File: config.mk
export PLATFORM = sky130hd
export DESIGN_NAME = instruction_fetch_stage
export DESIGN_NICKNAME = d
export VERILOG_FILES = /design/src/rtl/mips_pipeline_pkg.sv /design/src/rtl/instruction_fetch_stage_fetch_queue.sv /design/src/rtl/instruction_fetch_stage.sv
export SDC_FILE = /design/constraint.sdc
export NUM_CORES = 1
export LEC_CHECK = 0
export CAP_MARGIN = 25
export CORE_MARGIN = 4
export CORE_UTILIZATION = 47
export CTS_CLUSTER_SIZE = 24
export DETAILED_ROUTE_END_ITERATION = 10
export PLACE_DENSITY = 0.81
export SYNTH_ARGS = -nofsm -noshare
export SYNTH_HDL_FRONTEND = slang
export SYNTH_SLANG_ARGS = --single-unit
File: constraint.sdc
create_clock -name Clk -period 2.2 [get_ports Clk]
set_input_delay 0.55 -clock Clk [delete_from_list [all_inputs] [get_ports Clk]]
set_output_delay 0.55 -clock Clk [all_outputs]
set_load 0.02 [all_outputs]
File: src/rtl/mips_pipeline_pkg.sv
// rtl/mips_pipeline_pkg.sv - shared types and constants for the MIPS32 fetch pipeline
package mips_pipeline_pkg;

    localparam logic [31:0] NOP_INSTR = 32'h0000_0000;

    typedef enum logic [1:0] {
        IDLE   = 2'd0,
        BUSY   = 2'd1,
        SQUASH = 2'd2
    } fetch_state_e;

    typedef struct packed {
        logic [31:0] instr;
        logic [31:0] pc_plus_4;
    } fetch_entry_t;

endpackage

File: src/rtl/instruction_fetch_stage_fetch_queue.sv
// rtl/instruction_fetch_stage_fetch_queue.sv - 2-entry fetch FIFO with push, pop and flush
module fetch_queue
    import mips_pipeline_pkg::*;
(
    input  logic         clk,
    input  logic         rst_n,
    input  logic         push,
    input  fetch_entry_t push_entry,
    input  logic         pop,
    input  logic         flush,
    output fetch_entry_t head,
    output logic [1:0]   count
);

    fetch_entry_t mem_q [2];
    fetch_entry_t mem_d [2];
    logic         rd_ptr_q, rd_ptr_d;
    logic         wr_ptr_q, wr_ptr_d;
    logic [1:0]   count_q, count_d;

    always_comb begin
        mem_d[0] = mem_q[0];
        mem_d[1] = mem_q[1];
        rd_ptr_d = rd_ptr_q;
        wr_ptr_d = wr_ptr_q;
        count_d  = count_q;
        if (flush) begin
            rd_ptr_d = 1'b0;
            wr_ptr_d = 1'b0;
            count_d  = 2'd0;
        end else begin
            if (push) begin
                mem_d[wr_ptr_q] = push_entry;
                wr_ptr_d        = ~wr_ptr_q;
            end
            if (pop) begin
                rd_ptr_d = ~rd_ptr_q;
            end
            count_d = count_q + {1'b0, push} - {1'b0, pop};
        end
    end

    always_ff @(posedge clk or negedge rst_n) begin
        if (!rst_n) begin
            mem_q[0] <= '0;
            mem_q[1] <= '0;
            rd_ptr_q <= 1'b0;
            wr_ptr_q <= 1'b0;
            count_q  <= 2'd0;
        end else begin
            mem_q[0] <= mem_d[0];
            mem_q[1] <= mem_d[1];
            rd_ptr_q <= rd_ptr_d;
            wr_ptr_q <= wr_ptr_d;
            count_q  <= count_d;
        end
    end

    assign head  = mem_q[rd_ptr_q];
    assign count = count_q;

endmodule

File: src/rtl/instruction_fetch_stage.sv
// rtl/instruction_fetch_stage.sv - MIPS32 IF stage: PC, instruction-memory requests, fetch queue
module instruction_fetch_stage #(
    parameter logic [31:0] RESET_PC  = 32'h0000_0000,
    parameter logic [31:0] NOP_INSTR = mips_pipeline_pkg::NOP_INSTR
) (
    input  logic        Clk,
    input  logic        Reset_n,
    input  logic        IF_ID_pipeline_stall,
    input  logic        Branch_Taken_ID,
    input  logic [31:0] Branch_Target_ID,
    input  logic        Jump_ID,
    input  logic [31:0] Jump_Target_ID,
    output logic        Imem_Req,
    output logic [31:0] Imem_Addr,
    input  logic        Imem_Ready,
    input  logic [31:0] Imem_Data,
    output logic [31:0] Instruction_IF,
    output logic [31:0] PC_Plus_4_IF,
    output logic        Instruction_Valid_IF
);

    import mips_pipeline_pkg::*;

    fetch_state_e state_q, state_d;
    logic [31:0]  pc_q, pc_d;
    logic         req_q, req_d;
    logic [31:0]  addr_q, addr_d;

    logic         redirect;
    logic [31:0]  target;
    logic         pop;
    logic         push;
    logic         issue_ok;
    logic [1:0]   count;
    logic [1:0]   count_after;
    fetch_entry_t head;
    fetch_entry_t push_entry;

    assign redirect = (Jump_ID || Branch_Taken_ID) && !IF_ID_pipeline_stall;
    assign target   = Jump_ID ? Jump_Target_ID : Branch_Target_ID;
    assign pop      = (count != 2'd0) && !IF_ID_pipeline_stall && !redirect;
    assign push     = (state_q == BUSY) && Imem_Ready && !redirect;

    assign push_entry.instr     = Imem_Data;
    assign push_entry.pc_plus_4 = addr_q + 32'd4;

    // Occupancy after this cycle's push/pop decides whether another word can be requested.
    assign count_after = count + {1'b0, push} - {1'b0, pop};
    assign issue_ok    = (count_after <= 2'd1);

    fetch_queue u_fetch_queue (
        .clk        (Clk),
        .rst_n      (Reset_n),
        .push       (push),
        .push_entry (push_entry),
        .pop        (pop),
        .flush      (redirect),
        .head       (head),
        .count      (count)
    );

    always_comb begin
        state_d = state_q;
        pc_d    = pc_q;
        req_d   = req_q;
        addr_d  = addr_q;
        case (state_q)
            IDLE: begin
                if (redirect) begin
                    pc_d = target;
                end else if (issue_ok) begin
                    req_d   = 1'b1;
                    addr_d  = pc_q;
                    pc_d    = pc_q + 32'd4;
                    state_d = BUSY;
                end
            end
            BUSY: begin
                if (redirect) begin
                    pc_d = target;
                    if (Imem_Ready) begin
                        req_d   = 1'b0;
                        state_d = IDLE;
                    end else begin
                        state_d = SQUASH;
                    end
                end else if (Imem_Ready) begin
                    if (issue_ok) begin
                        addr_d = pc_q;
                        pc_d   = pc_q + 32'd4;
                    end else begin
                        req_d   = 1'b0;
                        state_d = IDLE;
                    end
                end
            end
            SQUASH: begin
                // The in-flight word belongs to the wrong path; wait it out and drop it.
                if (redirect) begin
                    pc_d = target;
                end
                if (Imem_Ready) begin
                    req_d   = 1'b0;
                    state_d = IDLE;
                end
            end
            default: begin
                req_d   = 1'b0;
                state_d = IDLE;
            end
        endcase
    end

    always_ff @(posedge Clk or negedge Reset_n) begin
        if (!Reset_n) begin
            state_q <= IDLE;
            pc_q    <= RESET_PC;
            req_q   <= 1'b0;
            addr_q  <= RESET_PC;
        end else begin
            state_q <= state_d;
            pc_q    <= pc_d;
            req_q   <= req_d;
            addr_q  <= addr_d;
        end
    end

    assign Imem_Req  = req_q;
    assign Imem_Addr = addr_q;

    always_comb begin
        Instruction_Valid_IF = (count != 2'd0) && !redirect;
        Instruction_IF       = NOP_INSTR;
        PC_Plus_4_IF         = 32'd0;
        if (Instruction_Valid_IF) begin
            Instruction_IF = head.instr;
            PC_Plus_4_IF   = head.pc_plus_4;
        end
    end

endmodule

==> impl_metrics.py <==
metrics = {
    "grt": {
        "grt_pass1_vias": 8678,
        "grt_util_all_layers_pct": 22.57,
        "grt_first_pass_wirelength_um": 43860,
        "gr-total-overflow": 0,
        "antenna_found_initial": 0,
        "grt_max_degree": 62,
    },
    "synthesis": {
        "ys_seq_area_share_pct": 49.29,
        "synthFlopType": "dfrtp_1",
        "syn_inst": 995,
        "synth_edf_count": 0,
        "async_reset_ff_share_pct": 100.0,
        "netlist_area_um2": 10100,
        "synth.avg_cell_area_um2": 10.15,
        "synth_cell_types": 58,
        "syn_nets": 1101,
        "yosys_warnings": 0,
        "ys_seq_elements": 199,
    },
    "sta": {
        "hold_slack_ns": 0.09334,
        "rsz0062_at_grt": "true",
        "tns_ns": -29.47,
        "finalSetupViolations": 129,
        "worst_pin_slew_ns": 0.5198,
        "finClkSkew_ns": 0.01162,
        "hold_viol": 0,
        "min_period_ns": 2.644,
        "relSlewSlack_pct": 65.03,
        "slew_violations": 0,
        "fin_ws_ns": -0.4437,
        "max_freq_mhz": 378.3,
        "fin_crit_sh_pct": 120.2,
    },
    "floorplanning": {
        "dieArea_um2": 23910,
        "core_area_um2": 21090,
        "die_x_um": 154.6,
        "core.rowCount": 53,
        "boundaryPins": 200,
        "dieHeight_um": 154.6,
        "initial_core_util_pct": 47.91,
    },
    "finish": {
        "fin_cells": 1578,
        "syn_to_final_growth_pct": 48.32,
        "final_nets": 1396,
        "final_cell_mix": "dfrtp_1, clkdlybuf4s50_1, buf_4, nor2_1, mux2i_1",
        "layout-drive-gt1-share_pct": 36.45,
        "antenna_cells": 0,
        "final_common_cell": "dfrtp_1",
    },
    "detailed_routing": {
        "wl_per_cell_um": 19.41,
        "vias": 9044,
        "drtAntennaViolNets": 0,
        "wl_met3_um": 1727,
        "wl_met1_um": 12380,
        "drc_errors": 0,
        "drt_first_pass_iters": 6,
        "highest_layer": "met4",
        "vias_per_cell": 5.731,
        "route.met2.wl_um": 15390,
        "drt_iter0_drc": 580,
        "finalWirelength_um": 30620,
    },
    "clock_network": {
        "cts_sinks": 199,
        "cts_buffers": 17,
        "clk_latency_ns": 0.44,
        "cts_hold_buffers": 0,
        "clk_path_buf_depth": 2,
        "cts_tree": "yes",
        "clk_pin_slew_ns": 0.07,
        "cts-root-buf": "clkbuf_16",
        "cts_htree_levels": 4,
    },
    "worst_hold_path": {
        "hold_class": "in2async",
    },
    "critical_path": {
        "reg2regPathDepth": 12,
        "r2r_slack_ns": -0.44,
        "crit_path_end_kind": "flip-flop",
        "critPathMaxStageDelay_ns": 0.40,
        "worstPathCellList": "nor2_2 > nor4_2 > ha_1 > inv_1 > ha_2 > xor3_2 > o32ai_4 > buf_4 > buf_6 > nand2_8 > nor3_4 > a311oi_1",
        "slowest_stage": "dfrtp_1",
        "reg2reg_to": "pc_q[29]",
        "r2r_start": "u_fetch_queue.count[1]",
        "crit_end": "pc_q[29]",
        "worstPathMaxFanout": 8,
        "crit_type": "reg2reg",
        "arrival_ns": 2.94,
        "crit_required_ns": 2.49,
        "critPathLaunch": "u_fetch_queue.count[1]",
        "start_kind": "flip-flop",
    },
    "pwr": {
        "cellPowerDensity_nw_per_um2": 1427,
        "p_leak_nw": 6.539,
        "peakVddDrop_mv": 0.6693,
        "p_total_mw": 21.39,
    },
    "place": {
        "globalplace.congestion": 0.9161,
        "dp_cells": 1496,
        "port_buffers": 199,
        "hpwl_um": 19160,
    },
    "status": {
        "violations": "setup timing",
        "status": "finished, violations left",
    },
    "run": {
        "drv_cap": 0,
    },
}
## power by group
part | leakage [nW] | internal (mW) | switching, mW | total, mW
Combinational | 3.89 | 5.52 | 5.54 | 11.1
Clock | 0.289 | 1.70 | 1.47 | 3.17
Sequential | 2.36 | 5.44 | 1.72 | 7.16
## metrics by stage
stage / worst slack, ns / cell area (um2) / util (%)
after global placement: -0.9919 / 13210 / 62.64
after global routing: -0.5295 / 14990 / 71.06
after floorplan: -0.7438 / 10310 / -
after detailed placement: -1.042 / 13210 / 62.64
final: -0.4437 / 14990 / 71.06
after CTS: -0.2370 / 14090 / 66.82
## cells in the mapped netlist, types with 3 or more instances
cell type    n  area [um2]
a211oi_1     9       67.56
buf_2       21       105.1
and2_1       4       25.02
o22ai_1     10       62.56
buf_4        3       22.52
inv_1       10       37.54
and4_1       7       61.31
a2bb2oi_1    4       35.03
xnor2_1      9       78.83
buf_6        4       45.04
mux2i_1     87       870.8
a21oi_1     75       375.4
ha_1         4       50.05
nor2_1     140       525.5
nor2b_1      7       43.79
buf_1        7       26.28
and3_1      11       68.82
a22o_1       3       26.28
nand2_1    131       491.7
a311oi_1     8       70.07
clkbuf_1    27       101.4
nand4_1     17       106.4
nand3_1     20       100.1
nor4_4       4       85.08
xor2_1      20       175.2
o22a_1       7       61.31
nor4_1       4       25.02
o21ai_0     19       95.09
mux2_2      80       900.9
nor3_1      10       50.05
dfrtp_1    199        4980
a31oi_1      4       25.02
## worst min-delay path by stage
stage / cells after the start / from / slack (ns) / to
after CTS: 1 / Reset_n / 0.10 / u_fetch_queue.mem_q[118]
after detailed placement: 2 / u_fetch_queue.mem_q[2] / 0.47 / u_fetch_queue.mem_q[2]
after global routing: 1 / Reset_n / 0.11 / u_fetch_queue.mem_q[56]
after floorplan: 0 / Reset_n / 0.25 / Imem_Addr[0]
final: 1 / Reset_n / 0.09 / u_fetch_queue.mem_q[118]
after global placement: 2 / u_fetch_queue.mem_q[2] / 0.46 / u_fetch_queue.mem_q[2]
## cells by family after synthesis
family	count (synthesis)	share of synthesized area [%]
xor gates and xnor gates	30	2.762
buffers and inverters	72	3.344
AOI/OAI and AO/OA	155	9.684
and+or+nand+nor	367	16.78
adders and majority gates	4	0.4954
DFF	199	49.29
muxes	168	17.65
## state kept, by name (all words and copies together), names as in the netlist
| name | count |
|---|---|
| u_fetch_queue.count | 2 |
| Imem_Addr | 32 |
| u_fetch_queue.mem_q | 128 |
| u_fetch_queue.wr_ptr_q | 1 |
| u_fetch_queue.rd_ptr_q | 1 |
| pc_q | 32 |
| Imem_Req | 1 |
| state_q | 2 |
## worst max-delay path, delay by kind of cell, from the launching register on
family	cells	cell delay, ns
compound gates	2	0.43
flops	1	0.40
simple gates	4	0.51
fa+ha+maj	2	0.47
buf+inv	3	0.36
xor+xnor	1	0.34
## routing by layer
layer | track usage, % | vias to the layer above
met2 | 38.04 | 427
met3 | 3.889 | 90
met4 | 8.789 | 0
met1 | 29.14 | 4432
met5 | 0 | -
li1 | - | 4095
## area by class of cell
type                       count  area [um2]
fill                        1406        6102
multi-input combinational    724        5435
sequential                   199        4985
timing repair buffer         338        3591
clock buffer                  17       425.4
tap                          275       344.1
clock inverter                15       165.2
inverter                      10       40.04
## repair_timing
item	CTS	global route
gates cloned	4	12
endpoints found under the setup margin	129	132
buffers inserted	21	15
gates resized for setup	317	178
pin swaps	13	39
No activity file was read; power rests on OpenSTA's default activity.
